**config.mk**
```make
export PLATFORM = sky130hd
export DESIGN_NAME = pie_frontend
export DESIGN_NICKNAME = d
export VERILOG_FILES = /design/src/rtl/tag_pkg.sv /design/src/rtl/pie_glitch_filter.sv /design/src/rtl/pie_frontend.sv
export SDC_FILE = /design/constraint.sdc
export NUM_CORES = 1
export LEC_CHECK = 0
export CAP_MARGIN = 10
export CORE_UTILIZATION = 40
export DETAILED_ROUTE_END_ITERATION = 8
export SYNTH_ARGS = -nofsm -noshare
export SYNTH_HDL_FRONTEND = slang
export SYNTH_SLANG_ARGS = --single-unit
```
**constraint.sdc**
```tcl
create_clock -name clk -period 2.65 [get_ports clk]
set_clock_uncertainty 0.15 [all_clocks]
set_input_delay 0.53 -clock clk [delete_from_list [all_inputs] [get_ports clk]]
set_output_delay 0.53 -clock clk [all_outputs]
set_load 0.01 [all_outputs]
```
**src/rtl/tag_pkg.sv**
```systemverilog
// Shared tag-receiver definitions: PIE front-end FSM encoding and default timing limits.
package tag_pkg;

  typedef enum logic [1:0] {
    S_HIGH = 2'd0,
    S_LOW  = 2'd1,
    S_LOST = 2'd2
  } pie_state_e;

  localparam int DELIM_MIN   = 18;
  localparam int DELIM_MAX   = 36;
  localparam int CW_LOST_CYC = 400;

  function automatic logic in_window(input int unsigned v, input int unsigned lo,
                                     input int unsigned hi);
    return (v >= lo) && (v <= hi);
  endfunction

endpackage

```
**src/rtl/pie_glitch_filter.sv**
```systemverilog
// Two-flop synchroniser plus FILT_LEN-sample agreement filter on the PIE envelope.
// o_*_nxt flag that o_pie toggles at the coming edge so a downstream FSM can move in step.
module pie_glitch_filter #(
  parameter int FILT_LEN = 3
) (
  input  logic clk,
  input  logic i_clr,
  input  logic i_raw,
  output logic o_pie,
  output logic o_fall,
  output logic o_rise,
  output logic o_fall_nxt,
  output logic o_rise_nxt
);
  localparam int FCNT_W = 3;

  logic              r_s1, r_s2, r_pie, r_fall, r_rise;
  logic [FCNT_W-1:0] r_fcnt;
  logic              w_diff, w_tog;

  assign w_diff     = (r_s2 != r_pie);
  assign w_tog      = w_diff && (r_fcnt == FCNT_W'(FILT_LEN - 1));
  assign o_fall_nxt = w_tog && r_pie;
  assign o_rise_nxt = w_tog && !r_pie;

  always_ff @(posedge clk) begin
    if (i_clr) begin
      r_s1   <= 1'b1;
      r_s2   <= 1'b1;
      r_pie  <= 1'b1;
      r_fcnt <= '0;
      r_fall <= 1'b0;
      r_rise <= 1'b0;
    end else begin
      r_s1   <= i_raw;
      r_s2   <= r_s1;
      r_fall <= o_fall_nxt;
      r_rise <= o_rise_nxt;
      if (w_tog) begin
        r_pie  <= r_s2;
        r_fcnt <= '0;
      end else if (w_diff) begin
        r_fcnt <= r_fcnt + 1'b1;
      end else begin
        r_fcnt <= '0;
      end
    end
  end

  assign o_pie  = r_pie;
  assign o_fall = r_fall;
  assign o_rise = r_rise;

endmodule

```
**src/rtl/pie_frontend.sv**
```systemverilog
// PIE envelope conditioning: glitch filter, low-pulse width measurement,
// delimiter qualification and carrier-loss detection.
module pie_frontend
  import tag_pkg::*;
#(
  parameter int FILT_LEN    = 3,
  parameter int CNT_W       = 9,
  parameter int DELIM_MIN   = tag_pkg::DELIM_MIN,
  parameter int DELIM_MAX   = tag_pkg::DELIM_MAX,
  parameter int CW_LOST_CYC = tag_pkg::CW_LOST_CYC
) (
  input  logic             clk,
  input  logic             rst,
  input  logic             i_en,
  input  logic             i_pie_raw,
  output logic             o_pie,
  output logic             o_fall,
  output logic             o_rise,
  output logic [CNT_W-1:0] o_low_width,
  output logic             o_delim,
  output logic             o_cw_lost
);
  logic w_clr, w_fall_nxt, w_rise_nxt;

  assign w_clr = rst || !i_en;

  pie_glitch_filter #(.FILT_LEN(FILT_LEN)) u_filt (
    .clk        (clk),
    .i_clr      (w_clr),
    .i_raw      (i_pie_raw),
    .o_pie      (o_pie),
    .o_fall     (o_fall),
    .o_rise     (o_rise),
    .o_fall_nxt (w_fall_nxt),
    .o_rise_nxt (w_rise_nxt)
  );

  pie_state_e       r_state, w_state;
  logic [CNT_W-1:0] r_lcnt, w_lcnt, w_lcnt_inc;
  logic [CNT_W-1:0] r_low_width, w_low_width;
  logic             r_delim, w_delim, r_cw_lost, w_cw_lost;

  assign w_lcnt_inc = (r_lcnt == {CNT_W{1'b1}}) ? r_lcnt : r_lcnt + 1'b1;

  // FSM steps on the filter's pre-edge strobes so width/delim land with o_rise.
  always_comb begin
    w_state     = r_state;
    w_lcnt      = r_lcnt;
    w_low_width = r_low_width;
    w_delim     = 1'b0;
    w_cw_lost   = r_cw_lost;
    case (r_state)
      S_HIGH: begin
        if (w_fall_nxt) begin
          w_lcnt  = CNT_W'(1);
          w_state = S_LOW;
        end
      end
      S_LOW: begin
        if (w_rise_nxt) begin
          w_low_width = r_lcnt;
          w_delim     = in_window(32'(r_lcnt), DELIM_MIN, DELIM_MAX);
          w_state     = S_HIGH;
        end else begin
          w_lcnt = w_lcnt_inc;
          if (w_lcnt_inc == CNT_W'(CW_LOST_CYC)) begin
            w_cw_lost = 1'b1;
            w_state   = S_LOST;
          end
        end
      end
      S_LOST: begin
        if (w_rise_nxt) begin
          w_cw_lost   = 1'b0;
          w_low_width = r_lcnt;
          w_state     = S_HIGH;
        end else begin
          w_lcnt = w_lcnt_inc;
        end
      end
      default: w_state = S_HIGH;
    endcase
  end

  always_ff @(posedge clk) begin
    if (w_clr) begin
      r_state     <= S_HIGH;
      r_lcnt      <= '0;
      r_low_width <= '0;
      r_delim     <= 1'b0;
      r_cw_lost   <= 1'b0;
    end else begin
      r_state     <= w_state;
      r_lcnt      <= w_lcnt;
      r_low_width <= w_low_width;
      r_delim     <= w_delim;
      r_cw_lost   <= w_cw_lost;
    end
  end

  assign o_low_width = r_low_width;
  assign o_delim     = r_delim;
  assign o_cw_lost   = r_cw_lost;

endmodule

```
==> Word-level counts from Yosys, hierarchy flattened <==
Index checks and enable logic that the tools add are counted.
{ "totals": {"wordCells": 60, "out_inout_bits": 14, "register_bits": 30, "in_bits": 4} }
{ "classes": {"magnitude_cmp": 2, "muxes": 13, "n_reduce_logical": 17, "addsub": 2, "n_eq_ne": 12, "bitwise": 3} }
{ "ops": {"columns": ["op", "count"], "rows": [
  ["two-way mux 9 bit", 3],
  ["== test 9 bit, second input constant", 2],
  ["one-hot mux 9 bit (2 select lines)", 1],
  ["adder 9 x 1 -> 9 bit, second input constant", 1],
  [">= comparator 9 x 5 -> 1 bit, second input constant", 1],
  ["<= comparator 9 x 6 -> 1 bit, second input constant", 1],
  ["two-way mux 2 bit", 4],
  ["!= test 2 bit, second input constant", 3],
  ["one-hot mux 2 bit (3 select lines)", 1],
  ["AND reduction 3 bit", 2],
  ["OR reduction 3 bit", 2],
  ["logical AND 1 bit", 4],
  ["!= test 2 x 1 -> 1 bit, second input constant", 2],
  ["AND reduction 4 bit", 1],
  ["nonzero test 2 bit", 2],
  ["adder 3 x 1 -> 3 bit, second input constant", 1],
  ["== test 3 x 2 -> 1 bit, second input constant", 1],
  ["two-way mux 1 bit", 3],
  ["!= test 3 x 2 -> 1 bit, second input constant", 1],
  ["inverter 1 bit", 3],
  ["== test 2 x 1 -> 1 bit, second input constant", 1],
  ["== test 2 bit, second input constant", 1],
  ["zero test 1 bit", 2],
  ["zero test 2 bit", 1],
  ["other kinds (5)", 5]
]} }

==> Depth between registers and ports, before layout <==
Gate-level depths: netlist (run 1).
{ "logic_depth": {"ltp_word": 6, "ltp_mapped": 8, "mapped_depth_nobuf": 7} }

==> Cells and area by module <==
Synthesis (run 1) repeated with hierarchy kept, for this count alone.
{ "unflattened": {"cells_unflattened": 191, "area_unflattened_um2": 1615.3} }
{ "by_module_without_submodules": {"columns": ["mod", "instances", "area_per_inst_um2", "cells_each", "seq_area_each_um2"], "rows": [
  ["pie_frontend", 1, 1301.2, 162, 440.4],
  ["pie_glitch_filter", 1, 314.1, 29, 160.2]
]} }

==> Worst setup path after synthesis (run 1) <==
No wires, ideal clock.
{ "synth_timing": {"path_kind": "register to register", "startpoint": "register r_lcnt[1]", "endpoint": "register r_state[1]", "setup_slack_ns": 0.546, "setup_ns": 0.060, "path_stages_with_launch": 7, "required_ns": 2.440, "synth_period_minus_slack_ns": 2.104, "t_arrival_ns": 1.893, "path_buffers": 0, "path_cell_list": "dfxtp_1 -> ha_1 -> and2_4 -> a211o_1 -> a2111o_1 -> nor3_2 -> o221a_1"} }
{ "synth_via": {"elab_chain_cells": 5, "word_cells_on_any_way": 6, "cone_classes": "1 x add/sub; 3 x eq/ne; 1 x mux; 1 x reduce/logical"} }
{ "synth_lines": {"columns": ["element", "line_no", "text"], "rows": [
  ["from (decl)", "pie_frontend.sv:39", "logic [CNT_W-1:0] r_lcnt, w_lcnt, w_lcnt_inc;"],
  ["from (signal assigned)", "pie_frontend.sv:94", "r_lcnt <= w_lcnt;"],
  ["adder 9 x 1 -> 9 bit / == test 9 bit (equally long branches)", "pie_frontend.sv:43", "assign w_lcnt_inc = (r_lcnt == {CNT_W{1'b1}}) ? r_lcnt : r_lcnt + 1'b1;"],
  ["two-way mux 9 bit *", "pie_frontend.sv:43", null],
  ["== test 9 bit *", "pie_frontend.sv:66", "if (w_lcnt_inc == CNT_W'(CW_LOST_CYC)) begin"],
  ["!= test 3 x 2 -> 1 bit (no line) *", null, null],
  ["AND reduction 3 bit (no line) *", null, null],
  ["to (signal assigned)", "pie_frontend.sv:93", "r_state <= w_state;"],
  ["to (decl)", "pie_frontend.sv:38", "pie_state_e r_state, w_state;"]
]} }
Mark *: on every way between the ends. The rest lies on a longest branch, timed or not.
A chain may end at the register's enable or synchronous reset.

==> Worst setup path after layout (run 1) <==
{ "layout_timing": {"startpoint": "register r_lcnt[1]", "endpoint": "register r_state[0]"} }
Same word-level chain as after synthesis.

==> summary.md, run 1 <==
| Metric | Value |
|---|---|
| Pwr Density | `479 nW/um^2` |
| CTS clk-pin slew, worst paths | `0.07 ns` |
| Crit-path max cell delay | `0.48 ns` |
| Async SR Flop Fraction | `0%` |
| Max Fclk | `425 MHz` |
| Psw | `183 uW` |
| Comb power frac | `1.7%` |
| Commonest non-fill, non-tap cell in the layout | `dfxtp_1` |
| Initial DRT Pass Iterations | `4` |
| Post-Synthesis Cell Area | `1630 sq um` |
| Routed met3 length | `147 um` |
| Total die area | `4340 sq um` |
| Yosys cell types | `49` |
| Max cap viols | `0` |
| Crit share post-route | `88.8%` |
| R2R Path Start | `r_lcnt[1]` |
| VDD IR-drop max | `0.000246 V` |
| Synth warnings | `0` |
| Final WL | `3.63 mm` |
| Number of I/O port buffers | `17` |
| Antenna violations before repair | `0` |
| Syn Area/Cell | `8.28 sq um` |
| Fin nets | `224` |
| Worst setup path class | `flop to flop` |
| Cells after DPL | `254` |
| Layout cells sized above 1 | `8.88%` |
| Clock network power share | `49.0%` |
| Top layer in use | `met4` |
| Worst Path Arrival | `2.40 ns` |
| Critical path buffers and inverters | `0` |
| Final Hold Viols | `0` |
| RSZ-0062 raised after global routing | `no` |
| First-pass GRT wire length | `6.37 mm` |
| R2R Setup Slk | `0.30 ns` |
| Min Tclk post-route | `2.35 ns` |
| Total negative slack | `0 ns` |
| ANT cells | `0` |
| FF+latch count, synth | `30` |
| Seq/Total Area, Yosys | `36.8%` |
| Most frequent cells in the layout | `dfxtp_1, nand2_1, a21oi_1, clkdlybuf4s50_1` |
| CTS max path bufs | `2` |
| Vias in the first global route | `1,392` |
| Vias per std cell | `5.64` |
| Clock sinks | `30` |
| Switching share of total power | `19.9%` |
| Die Ht | `65.9 um` |
| Post-Syn Nets | `208` |
| Core area | `3800 sq um` |
| Synth top area share | `36.8%` |
| Routed length on met2 | `1.71 mm` |
| Critical-path maximum fanout | `9` |
| Inserted Clock Buffers | `5` |
| Worst slew margin | `52.8%` |
| Worst path required time | `2.70 ns` |
| Cts hold-fix bufs | `0` |
| PostCTS Resize Cnt | `0` |
| IO Count | `18` |
| Cell Int Power | `735 uW` |
| Yosys top cell by area | `dfxtp_1` |
| Antenna Nets Post-Route | `0` |
| Endpoints failing setup | `0` |
| Hold Crit Class | `flop to flop` |
| Clk_lat worst skew | `0.28 ns` |
| Main area contributors after synthesis | `dfxtp_1, a21oi_1, ha_1` |
| Crit. Startpoint | `r_lcnt[1]` |
| CTS root buffer | `clkbuf_8` |
| Core Rows | `22` |
| Worst-Margin Slew | `0.702 ns` |
| Main flop type after synthesis | `dfxtp_1` |
| Cell family with most CP delay | `compound AO/OA/AOI/OAI gates` |
| Slowest-stage cell, CP | `a2111o_1` |
| Flop pwr share | `49.3%` |
| Largest net degree at the start of global routing | `23` |
| CTS H-tree depth | `2` |
| Gpl congestion | `0.905` |
| DRC | `0` |
| Critical-path cell list | `ha_1, and2_4, a211o_1, a2111o_1, o31ai_1, o21bai_1` |
| Final cell count without fillers | `262` |
| Post-DP HPWL | `2.61 mm` |
| Die X | `65.9 um` |
| Leakage power | `0.624 nW` |
| Starting DRT DRC Count | `74` |
| HP Start | `u_filt.r_s1` |
| Post-CTS Setup Inserts | `0` |
| Global Route Usage Sum | `19.5%` |
| CP Capture Type | `flop` |
| Synth Instances | `197` |
| Status | `finished, final reports clean` |
| Avg WL per Cell | `13.8 um` |
| Post-Route Utilization | `50.4%` |
| CP Launch Type | `flop` |
| CTS tree | `done` |
| Number of flops mapped to enable cells by yosys | `0` |
| Global-route congestion overflow total | `0` |
| Starting density of the core | `43.0%` |
| Final Slew Violations | `0` |
| Area delta synth->final | `17.3%` |
| Vias post-DR | `1,477` |
| Metal-1 WL | `1.74 mm` |
==> synthesized netlist by cell type, types with 2 or more instances <==
library cell  count
nand4bb_1         2
nor2b_1           4
nand2b_1          4
xnor2_1           2
nor2_1           15
a31oi_1           3
ha_1              7
clkbuf_1          4
o21ai_0          15
buf_6             4
o21a_1            2
a211o_1           2
nor3_1            5
nand2_1          22
nor4_1            2
nand3b_1          2
dfxtp_1          30
mux2i_1           2
nand3_1          10
nor3b_1           3
inv_1             7
a21oi_1          22
xor2_1            2
==> power by group through the flow <==
stage | Sequential (mW) | Combinational, mW | Clock (mW)
6_report | 0.452 | 0.0153 | 0.450
3_3_place_gp | 0.462 | 0.0151 | 0
2_1_floorplan | 0.462 | 0.00759 | 0
4_1_cts | 0.452 | 0.0154 | 0.463
5_1_grt | 0.452 | 0.0166 | 0.486
3_5_place_dp | 0.462 | 0.0153 | 0
==> cell type report <==
| type | count | area (sq um) |
|---|---|---|
| Clock buffer | 5 | 68.8 |
| Clock inverter | 3 | 40.0 |
| Fill cell | 379 | 1880 |
| Inverter | 7 | 26.3 |
| Multi-Input combinational cell | 150 | 933 |
| Sequential cell | 30 | 601 |
| Tap cell | 48 | 60.1 |
| Timing Repair Buffer | 19 | 185 |
==> worst reg2reg max path: stages, from the launching register on <==
cell	delay, ns
dfxtp_1	0.40
ha_1	0.33
and2_4	0.21
a211o_1	0.28
a2111o_1	0.48
o31ai_1	0.26
o21bai_1	0.16
==> kinds of logic (layout without fill, tap and decap cells) <==
family	after synthesis	count (layout)	share of synthesized area, %
xor+xnor	4	4	2.15
compound gates	54	54	20.4
flops	30	30	36.8
simple gates	83	83	28.1
buf+inv	17	34	5.98
fa+ha+maj	7	7	5.37
mux	2	2	1.23
==> stage by stage <==
| stage | power, mW | worst slack (ns) | hold WS [ns] | instance area (sq um) |
|---|---|---|---|---|
| final | 0.918 | 0.297 | 0.260 | 1910 |
| after global placement | 0.477 | 0.231 | 0.242 | 1810 |
| after floorplan | 0.470 | 0.546 | 0.236 | 1630 |
| after detailed placement | 0.478 | 0.147 | 0.249 | 1810 |
| after CTS | 0.930 | 0.310 | 0.265 | 1910 |
| after global routing | 0.955 | 0.169 | 0.309 | 1910 |
==> sequential cells by signal, summed over array words and instances (netlist names), 2 cells and up <==
| register | flops |
|---|---|
| u_filt.r_fcnt | 3 |
| r_lcnt | 9 |
| r_state | 2 |
| o_low_width | 9 |
==> metal layers <==
metal	up-vias	global-route usage, %
met4	0	9.51
li1	734	-
met3	4	5.69
met5	-	0
met2	43	30.5
met1	696	24.2
==> final timing paths <==
path | cells past startpoint | end
min reg2reg | 1 | u_filt.r_s2
max | 6 | r_state[0]
max reg2reg | 6 | r_state[0]
min | 1 | u_filt.r_s2
No activity file was read; power rests on OpenSTA's default activity.
==> run 2, diff against run 1 <==
PLACE_DENSITY_LB_ADDON = 0.15   (was unset)
SYNTH_HIERARCHICAL = 1   (was unset)
==> run 2 against run 1 <==
Net effect: maximum frequency fell by 2.4%; worst hold slack improved by 0.0042 ns; critical path depth up 1; count of clock-buffer cells in the layout up 2; synthesized area is 1.0% lower; clock power down 16%; final cell count decreased by 1.5%; combinational power increased by 12%; die area decreased by 0.97%; wire length shrank 2.1%; first-iteration DRC count rose by 86%; sequential share of layout area is 0.54 points higher; highest routed layer unchanged.
==> summary.md, run 2 <==
| Metric | Value |
|---|---|
| Crit-path max cell delay | `0.52 ns` |
| Crit share post-route | `91.0%` |
| Global-route congestion overflow total | `0` |
| Worst Path Arrival | `2.46 ns` |
| Yosys top cell by area | `dfxtp_1` |
| Vias post-DR | `1,389` |
| Cells after DPL | `250` |
| Async SR Flop Fraction | `0%` |
| Inserted Clock Buffers | `5` |
| IO Count | `18` |
| Syn Area/Cell | `8.46 sq um` |
| Final Hold Viols | `0` |
| CTS H-tree depth | `2` |
| Synth top area share | `37.2%` |
| ANT cells | `0` |
| Endpoints failing setup | `0` |
| Yosys cell types | `46` |
| Total negative slack | `0 ns` |
| Synth Instances | `191` |
| Seq/Total Area, Yosys | `37.2%` |
| Avg WL per Cell | `13.8 um` |
| Commonest non-fill, non-tap cell in the layout | `dfxtp_1` |
| Post-Route Utilization | `49.9%` |
| Die X | `65.5 um` |
| Gpl congestion | `0.882` |
| Clk_lat worst skew | `0.28 ns` |
| Total die area | `4300 sq um` |
| Filler cells | `368` |
| CTS root buffer | `clkbuf_8` |
| Hold Crit Class | `flop to flop` |
| Starting DRT DRC Count | `138` |
| Post-Syn Nets | `202` |
| Critical-path cell list | `ha_1, nand3_4, a2111oi_4, o2111ai_1, nor4b_2, a21oi_1, a211oi_1` |
| RSZ-0062 raised after global routing | `no` |
| Initial DRT Pass Iterations | `4` |
| Starting density of the core | `42.8%` |
| Antenna violations before repair | `0` |
| Slowest-stage cell, CP | `dfxtp_1` |
| Layout cells sized above 1 | `11.0%` |
| Synth cell count leaders | `dfxtp_1, nand2_1, a21oi_1, nor2_1, nor3_1` |
| Fin nets | `220` |
| Status | `finished, final reports clean` |
| Global Route Usage Sum | `18.9%` |
| CP Launch Type | `flop` |
| Critical-path maximum fanout | `10` |
| Area delta synth->final | `16.5%` |
| Core Rows | `22` |
| Clock sinks | `30` |
| FF+latch count, synth | `30` |
| Die Ht | `65.5 um` |
| Vias per std cell | `5.38` |
| Post-Synthesis Cell Area | `1620 sq um` |
| Synth warnings | `6` |
| Pwr Density | `451 nW/um^2` |
| Number of flops mapped to enable cells by yosys | `0` |
| Vias in the first global route | `1,376` |
| Hold Slack | `0.264 ns` |
| Leakage power | `0.606 nW` |
| Max Fclk | `415 MHz` |
| Worst setup path class | `flop to flop` |
| PostCTS Resize Cnt | `0` |
| Worst-Margin Slew | `0.600 ns` |
| Final WL | `3.55 mm` |
| Cell family with most CP delay | `compound AO/OA/AOI/OAI gates` |
| CTS tree | `done` |
| DRC | `0` |
| Critical path buffers and inverters | `0` |
| Core area | `3770 sq um` |
| Largest net degree at the start of global routing | `27` |
| Worst slew margin | `59.7%` |
| Final Slew Violations | `0` |
| VDD IR-drop max | `0.000292 V` |
| CTS max path bufs | `2` |
| CP Capture Type | `flop` |
| Main flop type after synthesis | `dfxtp_1` |
| First-pass GRT wire length | `6.09 mm` |
| Post-DP HPWL | `2.50 mm` |
| Main area contributors after synthesis | `dfxtp_1, a21oi_1, nand2_1` |
| Most frequent cells in the layout | `dfxtp_1, nand2_1, a21oi_1, clkdlybuf4s50_1, nor2_1` |
| Min Tclk post-route | `2.41 ns` |
| Antenna Nets Post-Route | `0` |
| Final cell count without fillers | `258` |
| Post-CTS Setup Inserts | `0` |
| Number of I/O port buffers | `17` |
| CTS clk-pin slew, worst paths | `0.06 ns` |
| Worst path required time | `2.69 ns` |
| Cell with the most instances after synthesis | `dfxtp_1` |
| Max cap viols | `0` |
| Cts hold-fix bufs | `0` |
[run 2: cell count changes after synthesis, sizes merged, moves of 3 or more]
cell    before  now
a211oi       1    5
nand2       22   28
nor2        15   12
nor3         6    9
o21ai       15    9
[run 2: worst paths after layout]
kind,slack [ns],endpoint,cells past startpoint,startpoint
setup / recovery,0.24,r_state[1],7,r_lcnt[1]
hold / removal,0.26,u_filt/r_s2,1,u_filt/r_s1
setup reg to reg,0.24,r_state[1],7,r_lcnt[1]
hold reg to reg,0.26,u_filt/r_s2,1,u_filt/r_s1
[run 2: cell type report]
class	instances	area, sq um	area share [%]
multi-input combinational	141	888	47.2
sequential	30	601	31.9
timing repair buffer	22	208	11.0
clock buffer	7	86.3	4.59
tap	48	60.1	3.19
inverter	9	33.8	1.80
clock inverter	1	5.00	0.266
[run 2: layer usage]
metal / track usage, % / routed length (um) / up-vias
met5: 0 / 0 / -
met4: 10.6 / 79 / 0
met2: 30.8 / 1650 / 25
met3: 4.34 / 107 / 9
met1: 22.7 / 1720 / 644
li1: - / - / 711
[run 2: cell families (layout without fill, tap and decap cells)]
kind of cell	Yosys count	in the layout	synth area share (%)
simple gates	80	80	26.1
mux	2	2	1.32
compound gates	49	49	20.5
buf+inv	20	39	7.82
flops	30	30	37.2
fa+ha+maj	7	7	5.42
xor+xnor	3	3	1.63
[run 2: where the power goes]
| group | total [mW] | internal [mW] | switching [mW] |
|---|---|---|---|
| Clock | 0.379 | 0.209 | 0.170 |
| Sequential | 0.452 | 0.452 | 0.000437 |
| Combinational | 0.0172 | 0.00763 | 0.00961 |
| Total | 0.848 | 0.669 | 0.180 |
[run 2: stage by stage]
stage	worst slack, ns	area (sq um)	total power [mW]
after CTS	0.301	1880	0.867
final	0.238	1880	0.848
after detailed placement	0.285	1790	0.480
after global placement	0.408	1790	0.480
after floorplan	0.522	1620	0.470
after global routing	0.0867	1880	0.880
[run 2: worst reg2reg max path, stage by stage (launching register included)]
cell and delay, ns:
dfxtp_1 0.52, ha_1 0.29, nand3_4 0.11, a2111oi_4 0.33, o2111ai_1 0.18, nor4b_2 0.40
a21oi_1 0.12, a211oi_1 0.24
